### config.mk
export PLATFORM = sky130hd
export DESIGN_NAME = score_ctrl
export DESIGN_NICKNAME = d
export VERILOG_FILES = /design/src/rtl/score_ctrl.sv
export SDC_FILE = /design/constraint.sdc
export NUM_CORES = 1
export LEC_CHECK = 0
export ABC_AREA = 0
export CAP_MARGIN = 10
export CORE_MARGIN = 2
export CORE_UTILIZATION = 54
export CTS_CLUSTER_DIAMETER = 200
export CTS_CLUSTER_SIZE = 20
export DETAILED_ROUTE_END_ITERATION = 8
export GPL_ROUTABILITY_DRIVEN = 0
export GPL_TIMING_DRIVEN = 0
export PLACE_DENSITY_LB_ADDON = 0.1
export RECOVER_POWER = 50
export SETUP_SLACK_MARGIN = 0.1
export SLEW_MARGIN = 10
export SYNTH_ARGS = -nofsm -noshare
export SYNTH_HDL_FRONTEND = slang
export SYNTH_SLANG_ARGS = --single-unit
### constraint.sdc
create_clock -name clk -period 6.93 [get_ports clk]
set_input_delay 0.693 -clock clk [delete_from_list [all_inputs] [get_ports clk]]
set_output_delay 0.693 -clock clk [all_outputs]
set_load 0.05 [all_outputs]
### src/rtl/score_ctrl.sv
// score_ctrl: edge-counted game score accumulator that drives a binary-to-BCD converter
// and publishes committed digits to the renderer only on frame_tick.
module score_ctrl #(
   parameter int HIT_PTS   = 10,
   parameter int BONUS_PTS = 50,
   parameter int SCORE_MAX = 9990,
   parameter int CONV_TMO  = 63
) (
   input  logic        clk,
   input  logic        reset,
   input  logic [3:0]  enemy_hit,
   input  logic        bonus_hit,
   input  logic        frame_tick,
   input  logic        conv_done,
   input  logic [15:0] conv_bcd,
   output logic        conv_start,
   output logic [13:0] conv_in,
   output logic [13:0] score,
   output logic [15:0] disp_bcd,
   output logic        busy,
   output logic        score_maxed
);
   localparam int TW = $clog2(CONV_TMO + 2);
   typedef enum logic [1:0] {IDLE, CONV, COMMIT} state_t;
   state_t state, state_n;
   logic [3:0]    hit_q, hit_rise;
   logic          bonus_q, bonus_rise;
   logic [2:0]    n_hits;
   logic [13:0]   inc, pending, pend_sum, new_score, conv_reg;
   logic [14:0]   acc, tot;
   logic [15:0]   shadow;
   logic [TW-1:0] cnt;
   logic          launch, capture, commit, cnt_inc;
   assign hit_rise    = enemy_hit & ~hit_q;
   assign bonus_rise  = bonus_hit & ~bonus_q;
   assign n_hits      = 3'(hit_rise[0]) + 3'(hit_rise[1]) + 3'(hit_rise[2]) + 3'(hit_rise[3]);
   assign inc         = 14'(HIT_PTS * int'(n_hits) + (bonus_rise ? BONUS_PTS : 0));
   assign acc         = 15'(pending) + 15'(inc);
   assign pend_sum    = acc > 15'(SCORE_MAX) ? 14'(SCORE_MAX) : acc[13:0];
   assign tot         = 15'(score) + 15'(pending);
   assign new_score   = tot > 15'(SCORE_MAX) ? 14'(SCORE_MAX) : tot[13:0];
   // conv_in shows the freshly computed score in the launch cycle, then the held copy
   assign conv_in     = launch ? new_score : conv_reg;
   assign busy        = state != IDLE;
   assign score_maxed = score == 14'(SCORE_MAX);
   always_ff @(posedge clk)
      state <= !reset ? IDLE : state_n;
   always_comb begin
      state_n    = state;
      conv_start = 1'b0;
      launch     = 1'b0;
      capture    = 1'b0;
      commit     = 1'b0;
      cnt_inc    = 1'b0;
      case (state)
         IDLE: if (pending != '0) begin
            launch     = 1'b1;
            conv_start = 1'b1;
            state_n    = CONV;
         end
         CONV: if (conv_done) begin
            capture = 1'b1;
            state_n = COMMIT;
         end else if (cnt == TW'(CONV_TMO)) begin
            conv_start = 1'b1;
         end else begin
            cnt_inc = 1'b1;
         end
         COMMIT: if (frame_tick) begin
            commit  = 1'b1;
            state_n = IDLE;
         end
         default: state_n = IDLE;
      endcase
   end
   always_ff @(posedge clk) begin
      if (!reset) begin
         hit_q    <= '0;
         bonus_q  <= 1'b0;
         pending  <= '0;
         score    <= '0;
         conv_reg <= '0;
         shadow   <= '0;
         disp_bcd <= '0;
         cnt      <= '0;
      end else begin
         hit_q   <= enemy_hit;
         bonus_q <= bonus_hit;
         // events arriving in the launch cycle seed the next pending total
         pending <= launch ? inc : pend_sum;
         cnt     <= cnt_inc ? cnt + TW'(1) : '0;
         if (launch) begin
            score    <= new_score;
            conv_reg <= new_score;
         end
         if (capture) shadow <= conv_bcd;
         if (commit) disp_bcd <= shadow;
      end
   end
endmodule

==> results.yml, run 1 <==
run_status:
  run_status: "finished, final reports clean"
critical_path:
  regToRegSetupSlack_ns: 1.57
  worst-setup-path-type: "in2reg"
  cp.required_ns: 7.15
  slowest_delay_ns: 0.61
  worst_setup_path_start_kind: "input pin"
  crit_path_end_kind: "register"
  cp.arrival_ns: 6.03
  crit_chain: "clkdlybuf4s50_1 > nand2b_1 > fa_1 > inv_1 > ha_1 > ha_1 > ha_1 > ha_1 > ha_1 > a31oi_1 > xnor2_1 > ha_1 > buf_2 > nor2b_1 > o21ai_0 > o221ai_1 > a211o_1 > or3_1 > a41oi_1 > nand2b_1 > o21ai_0"
  critPathBufInv: 3
  slowest_stage: "a41oi_1"
  crit_fanout: 9
  reg2reg_depth: 20
  r2r-start: "hit_q[0]"
  crit_family: "adder cells"
  r2r_end: "pending[10]"
  cpMostUsedCell: "ha_1"
route:
  routed_wirelength_um: 11600
  drtAntennaViolNets: 0
  wl_per_cell_um: 15.7
  drc_errors: 0
  drt_first_pass_iters: 5
  vias: 4149
  viasPerCell: 5.60
  drt_iter0_markers: 209
cts:
  clock-root-buffer: "clkbuf_8"
  cts_tree: "yes"
  cts_buffer_depth: 2
  hold_buffers: 0
  cts_max_level: 3
  path_clk_slew_ns: 0.08
  cts_setup_buffers: 0
  numCtsBuffers: 9
  clkLatencyLatePin_ns: 0.35
  cts_sinks: 87
  cts_resized: 0
yosys:
  yosys.cell_types.count: 56
  yosys.area_share.adder_pct: 9.70
  synth_xor_area_share_pct: 5.12
  synthesis.area_mm2: 0.00462
  ys_warn_count: 0
  syn_avg_cell_area_um2: 8.39
  synth_nets: 609
  synth-simple-area-share_pct: 22.0
  synth_top_area_share_pct: 37.7
  yosysSeqAreaShare_pct: 37.7
  synth_compound_area_share_pct: 22.1
  yosysTopAreaCell: "dfxtp_1"
  synthMuxAreaShare_pct: 0.217
  synthTopCellsByArea: "dfxtp_1 38%, nand2_1 9.9%, ha_1 8.4%"
  synth_top_family_by_area: "compound AO/OA/AOI/OAI gates"
  syn_inst: 550
  synth_flop_cell: "dfxtp_1"
  synth_edf_count: 0
  ys_ff_latch: 87
  async_flop_share_pct: 0
sta:
  tightest_slew_ns: 0.778
  clock_skew_ns: 0.0104
  rsz0062_at_grt: "no"
  setup_tns_ns: 0
  post-route-period-util_pct: 83.9
  fin_crit_ns: 5.81
  whs_ns: 0.460
  finalSetupViolCount: 0
  clock.fmax_mhz: 172
  finalHoldViolations: 0
  drv_slew: 0
  relSlewSlack_pct: 47.7
pwr:
  p_clk_share_pct: 15.2
  switching_share_pct: 48.4
  ir_drop_mv: 0.257
  comb_power_share_pct: 56.6
  power_density_mw_per_mm2: 412
  p_seq_share_pct: 28.2
  power.switching_mw: 1.13
  internal-power_mw: 1.20
  p_leak_nw: 2.31
die:
  die_h_um: 96.5
  pin_count: 72
  dieArea_mm2: 0.00930
  start_util_pct: 55.9
  core_area_mm2: 0.00826
  dieWidth_um: 96.5
  rows: 33
grt:
  gr-usage-all-layers_pct: 26.3
  grt_max_degree: 16
  gr-total-overflow: 0
  first_global_vias: 3983
  antenna_found_initial: 0
  grt_pass1_wl_um: 19100
min_path:
  hp-class: "reg2reg"
  min_from: "disp_bcd[5]"
  hold_path_end: "disp_bcd[5]"
  hold_depth: 2
final_layout:
  areaGrowthSynthToFinish_pct: 22.5
  antennaDiodeCount: 0
  top_regs: "disp_bcd: 16 flops, shadow: 16 flops"
  drive_gt1_share_pct: 4.40
  multi_input_area_mm2: 0.00273
  ff_latch_area_mm2: 0.00174
  fillerInstances: 724
  post-route-util_pct: 68.5
  final_cell_mix: "122 x nand2_1, 87 x dfxtp_1, 50 x a21boi_0, 46 x clkdlybuf4s50_1, 31 x ha_1"
  layout.nets: 691
  mostFrequentLayoutCell: "nand2_1"
placed_design:
  post-dp-hpwl_um: 8750
  portBuffers: 71
flow_run:
  cap_violations: 0
-- worst max path at each step --
stage / from / to / slack (ns) / cells after the start
floorplan: enemy_hit[0] / pending[10] / 1.93 / 19
global placement: enemy_hit[0] / pending[10] / 0.99 / 21
detailed placement: enemy_hit[0] / pending[10] / 0.81 / 21
CTS: enemy_hit[0] / pending[10] / 1.16 / 21
global route: enemy_hit[1] / pending[10] / 0.71 / 21
finish: enemy_hit[0] / pending[10] / 1.12 / 21
-- worst register-to-register path, stage by stage, from the launching register on --
cell and delay [ns]:
dfxtp_1 0.31, nand2b_1 0.15, fa_1 0.53, inv_1 0.04
ha_1 0.21, ha_1 0.20, ha_1 0.21, ha_1 0.28
ha_1 0.32, a31oi_1 0.28, xnor2_1 0.15, ha_1 0.28
buf_2 0.20, nor2b_1 0.07, o21ai_0 0.16, o221ai_1 0.14
a211o_1 0.29, or3_1 0.38, a41oi_1 0.61, nand2b_1 0.31
o21ai_0 0.12
-- synth_stat cells, drive strengths merged (5+ instances only) --
library cell and count:
dfxtp 87, o21ai 19, a21o 6, a21oi 17, nand2 123, xnor2 17
nor2b 5, o221a 6, nor4 6, and2 9, ha 31, inv 15
a21boi 52, clkbuf 19, nand3 14, nand4 5, a31oi 7, nor2 28
o211ai 10, xor2 10, nand2b 10
-- area by class of cell --
type	count	share of cell area [%]
Buffer	23	1.57
Inverter	15	0.996
Timing Repair Buffer	71	12.6
Multi-Input combinational cell	425	48.3
Clock inverter	6	1.26
Tap cell	105	2.32
Sequential cell	87	30.8
Clock buffer	9	2.19
-- metrics by stage --
stage | total power, mW | cells | worst slack, ns | cell area [um2]
detailed placement | 1.97 | 726 | 0.812 | 5460
global placement | 1.95 | 726 | 0.991 | 5460
CTS | 2.33 | 741 | 1.16 | 5650
finish | 2.33 | 741 | 1.12 | 5650
global route | 2.46 | 741 | 0.708 | 5650
floorplan | 1.58 | 550 | 1.93 | 4620
-- power by group through the flow --
stage                     registers [mW]  clock network [mW]  logic [mW]
final                              0.656               0.354        1.32
after global routing               0.666               0.380        1.41
after CTS                          0.655               0.356        1.32
after detailed placement           0.666                   0        1.31
after global placement             0.662                   0        1.29
after floorplan                    0.724                   0       0.852
-- routing by layer --
metal / vias up / track usage, % / share of wire [%]
met3: 14 / 3.65 / 5.4
met2: 127 / 44.8 / 47
met1: 1916 / 34.4 / 46
met4: 0 / 8.80 / 1.7
li1: 2092 / - / -
met5: - / 0 / 0
-- cell families after synthesis --
family | Yosys count
multiplexers | 1
buffers and inverters | 38
AO/OA/AOI/OAI | 141
adder cells (fa/ha/maj) | 34
XOR/XNOR | 27
AND/OR/NAND/NOR | 222
flip-flops | 87
(Power assumes the default switching activity.)
==> inputs of run 2 (changes only) <==
- clock period: 6.93 -> 6.1 ns (I/O delays scaled with it)
==> results.yml, run 2 (synthesis gave the netlist of run 1 again) <==
cts:
  cts_tree: "yes"
  cts_max_level: 3
  numCtsBuffers: 9
  cts_setup_buffers: 0
  clock-root-buffer: "clkbuf_8"
  cts_buffer_depth: 2
  clkLatencyLatePin_ns: 0.35
  path_clk_slew_ns: 0.08
  cts_sinks: 87
die:
  dieArea_mm2: 0.00930
  rows: 33
  core_area_mm2: 0.00826
  start_util_pct: 55.9
  pin_count: 72
  dieWidth_um: 96.5
  die_h_um: 96.5
pwr:
  p_leak_nw: 2.31
  p_clk_share_pct: 15.2
  internal-power_mw: 1.36
  p_seq_share_pct: 28.2
  power.switching_mw: 1.28
  power_density_mw_per_mm2: 467
  comb_power_share_pct: 56.6
  ir_drop_mv: 0.293
  switching_share_pct: 48.4
critical_path:
  crit_path_end_kind: "register"
  crit_fanout: 7
  cp.required_ns: 6.32
  slowest_delay_ns: 0.53
  worst-setup-path-type: "in2reg"
  r2r_end: "pending[10]"
  crit_family: "adder cells"
  critPathBufInv: 2
  regToRegSetupSlack_ns: 0.94
  cpMostUsedCell: "ha_1"
  cp.arrival_ns: 5.75
  r2r-start: "hit_q[0]"
  reg2reg_depth: 20
  worst_setup_path_start_kind: "input pin"
  crit_chain: "clkdlybuf4s50_1 > nand2b_1 > fa_1 > inv_1 > ha_1 > ha_1 > ha_1 > ha_1 > ha_1 > a41o_1 > a21oi_1 > xor2_1 > ha_1 > o21ai_0 > nand2b_1 > a31oi_1 > o31a_1 > o21ai_0 > a41oi_2 > nand2b_1 > o21ai_0"
  slowest_stage: "fa_1"
route:
  vias: 4156
  drt_first_pass_iters: 4
  drt_iter0_markers: 201
  drtAntennaViolNets: 0
  drc_errors: 0
  routed_wirelength_um: 11600
  viasPerCell: 5.61
  wl_per_cell_um: 15.7
flow_run:
  cap_violations: 0
placed_design:
  portBuffers: 71
  place_ws_ns: 0.0653
  post-dp-hpwl_um: 8750
  place_area_mm2: 0.00546
  dp.cells: 726
sta:
  whs_ns: 0.460
  clock.fmax_mhz: 181
  setup_tns_ns: 0
  finalSetupViolCount: 0
  tightest_slew_ns: 0.765
  post-route-period-util_pct: 90.6
  relSlewSlack_pct: 48.6
  fin_crit_ns: 5.53
  rsz0062_at_grt: "no"
  clock_skew_ns: 0.0102
  finalHoldViolations: 0
  setup_ws_ns: 0.573
  drv_slew: 0
grt:
  antenna_found_initial: 0
  grt_pass1_wl_um: 19100
  gr-usage-all-layers_pct: 26.3
  gr-total-overflow: 0
  grt_max_degree: 16
  first_global_vias: 3983
final_layout:
  mostFrequentLayoutCell: "nand2_1"
  layout.nets: 691
  final_cell_mix: "122 x nand2_1, 87 x dfxtp_1, 50 x a21boi_0, 46 x clkdlybuf4s50_1, 31 x ha_1"
  top_regs: "disp_bcd: 16 flops, shadow: 16 flops"
  fillerInstances: 722
  finalInstanceArea_mm2: 0.00566
  drive_gt1_share_pct: 4.56
  areaGrowthSynthToFinish_pct: 22.6
  final_cells: 741
  antennaDiodeCount: 0
min_path:
  hp-class: "reg2reg"
  hold_depth: 2
  min_from: "disp_bcd[5]"
  hold_path_end: "disp_bcd[5]"
run_status:
  run_status: "finished, final reports clean"
run 2: changes by cell type in the layout (fill, tap and decap cells not counted):
cell and delta:
a41oi_1 -1, a41oi_2 +1, and2_0 -1, and2_1 +1
run 2: repair_timing:
action | in CTS | in global routing
setup endpoints to repair | 0 | 8
gates resized for setup | 0 | 1
hold buffers | 0 | 0
run 2: layout make-up:
class / instances / area [um2] / share of cell area, %
Timing Repair Buffer: 71 / 711 / 12.6
Multi-Input combinational cell: 425 / 2740 / 48.3
Inverter: 15 / 56.3 / 0.995
Clock buffer: 9 / 124 / 2.19
Sequential cell: 87 / 1740 / 30.8
Clock inverter: 6 / 71.3 / 1.26
Tap cell: 105 / 131 / 2.32
Buffer: 23 / 88.8 / 1.57
run 2: tightest hold or removal path, cell delays in order, from the launching register on:
cell and delay [ns]:
dfxtp_1 0.31, nand2_1 0.04, a21boi_0 0.06
run 2: worst max-delay path by stage:
stage	to	start	slack, ns	cells after the start
5_1_grt	pending[10]	enemy_hit[1]	0.18	21
3_5_place_dp	pending[10]	enemy_hit[0]	0.07	21
3_3_place_gp	pending[10]	enemy_hit[0]	0.24	21
6_report	pending[10]	enemy_hit[0]	0.57	21
4_1_cts	pending[10]	enemy_hit[0]	0.42	21
2_1_floorplan	pending[10]	enemy_hit[0]	1.18	19
run 2: power by group through the flow:
stage | registers, mW | logic, mW | clock network, mW
after floorplan | 0.823 | 0.968 | 0
after global placement | 0.752 | 1.46 | 0
after detailed placement | 0.756 | 1.48 | 0
after CTS | 0.744 | 1.50 | 0.404
after global routing | 0.756 | 1.61 | 0.431
final | 0.745 | 1.50 | 0.402
run 2: routing by layer:
layer | vias to the layer above | global-route usage [%] | wire length (um)
met5 | - | 0 | 0
met2 | 122 | 44.8 | 5450
met1 | 1925 | 34.4 | 5400
met3 | 17 | 3.65 | 585
met4 | 0 | 8.80 | 194
li1 | 2092 | - | -
run 2: stage by stage:
step | util [%] | power [mW]
4_1_cts | 68.5 | 2.65
3_5_place_dp | 66.1 | 2.24
5_1_grt | 68.5 | 2.80
6_report | 68.5 | 2.64
3_3_place_gp | 66.1 | 2.21
2_1_floorplan | - | 1.79
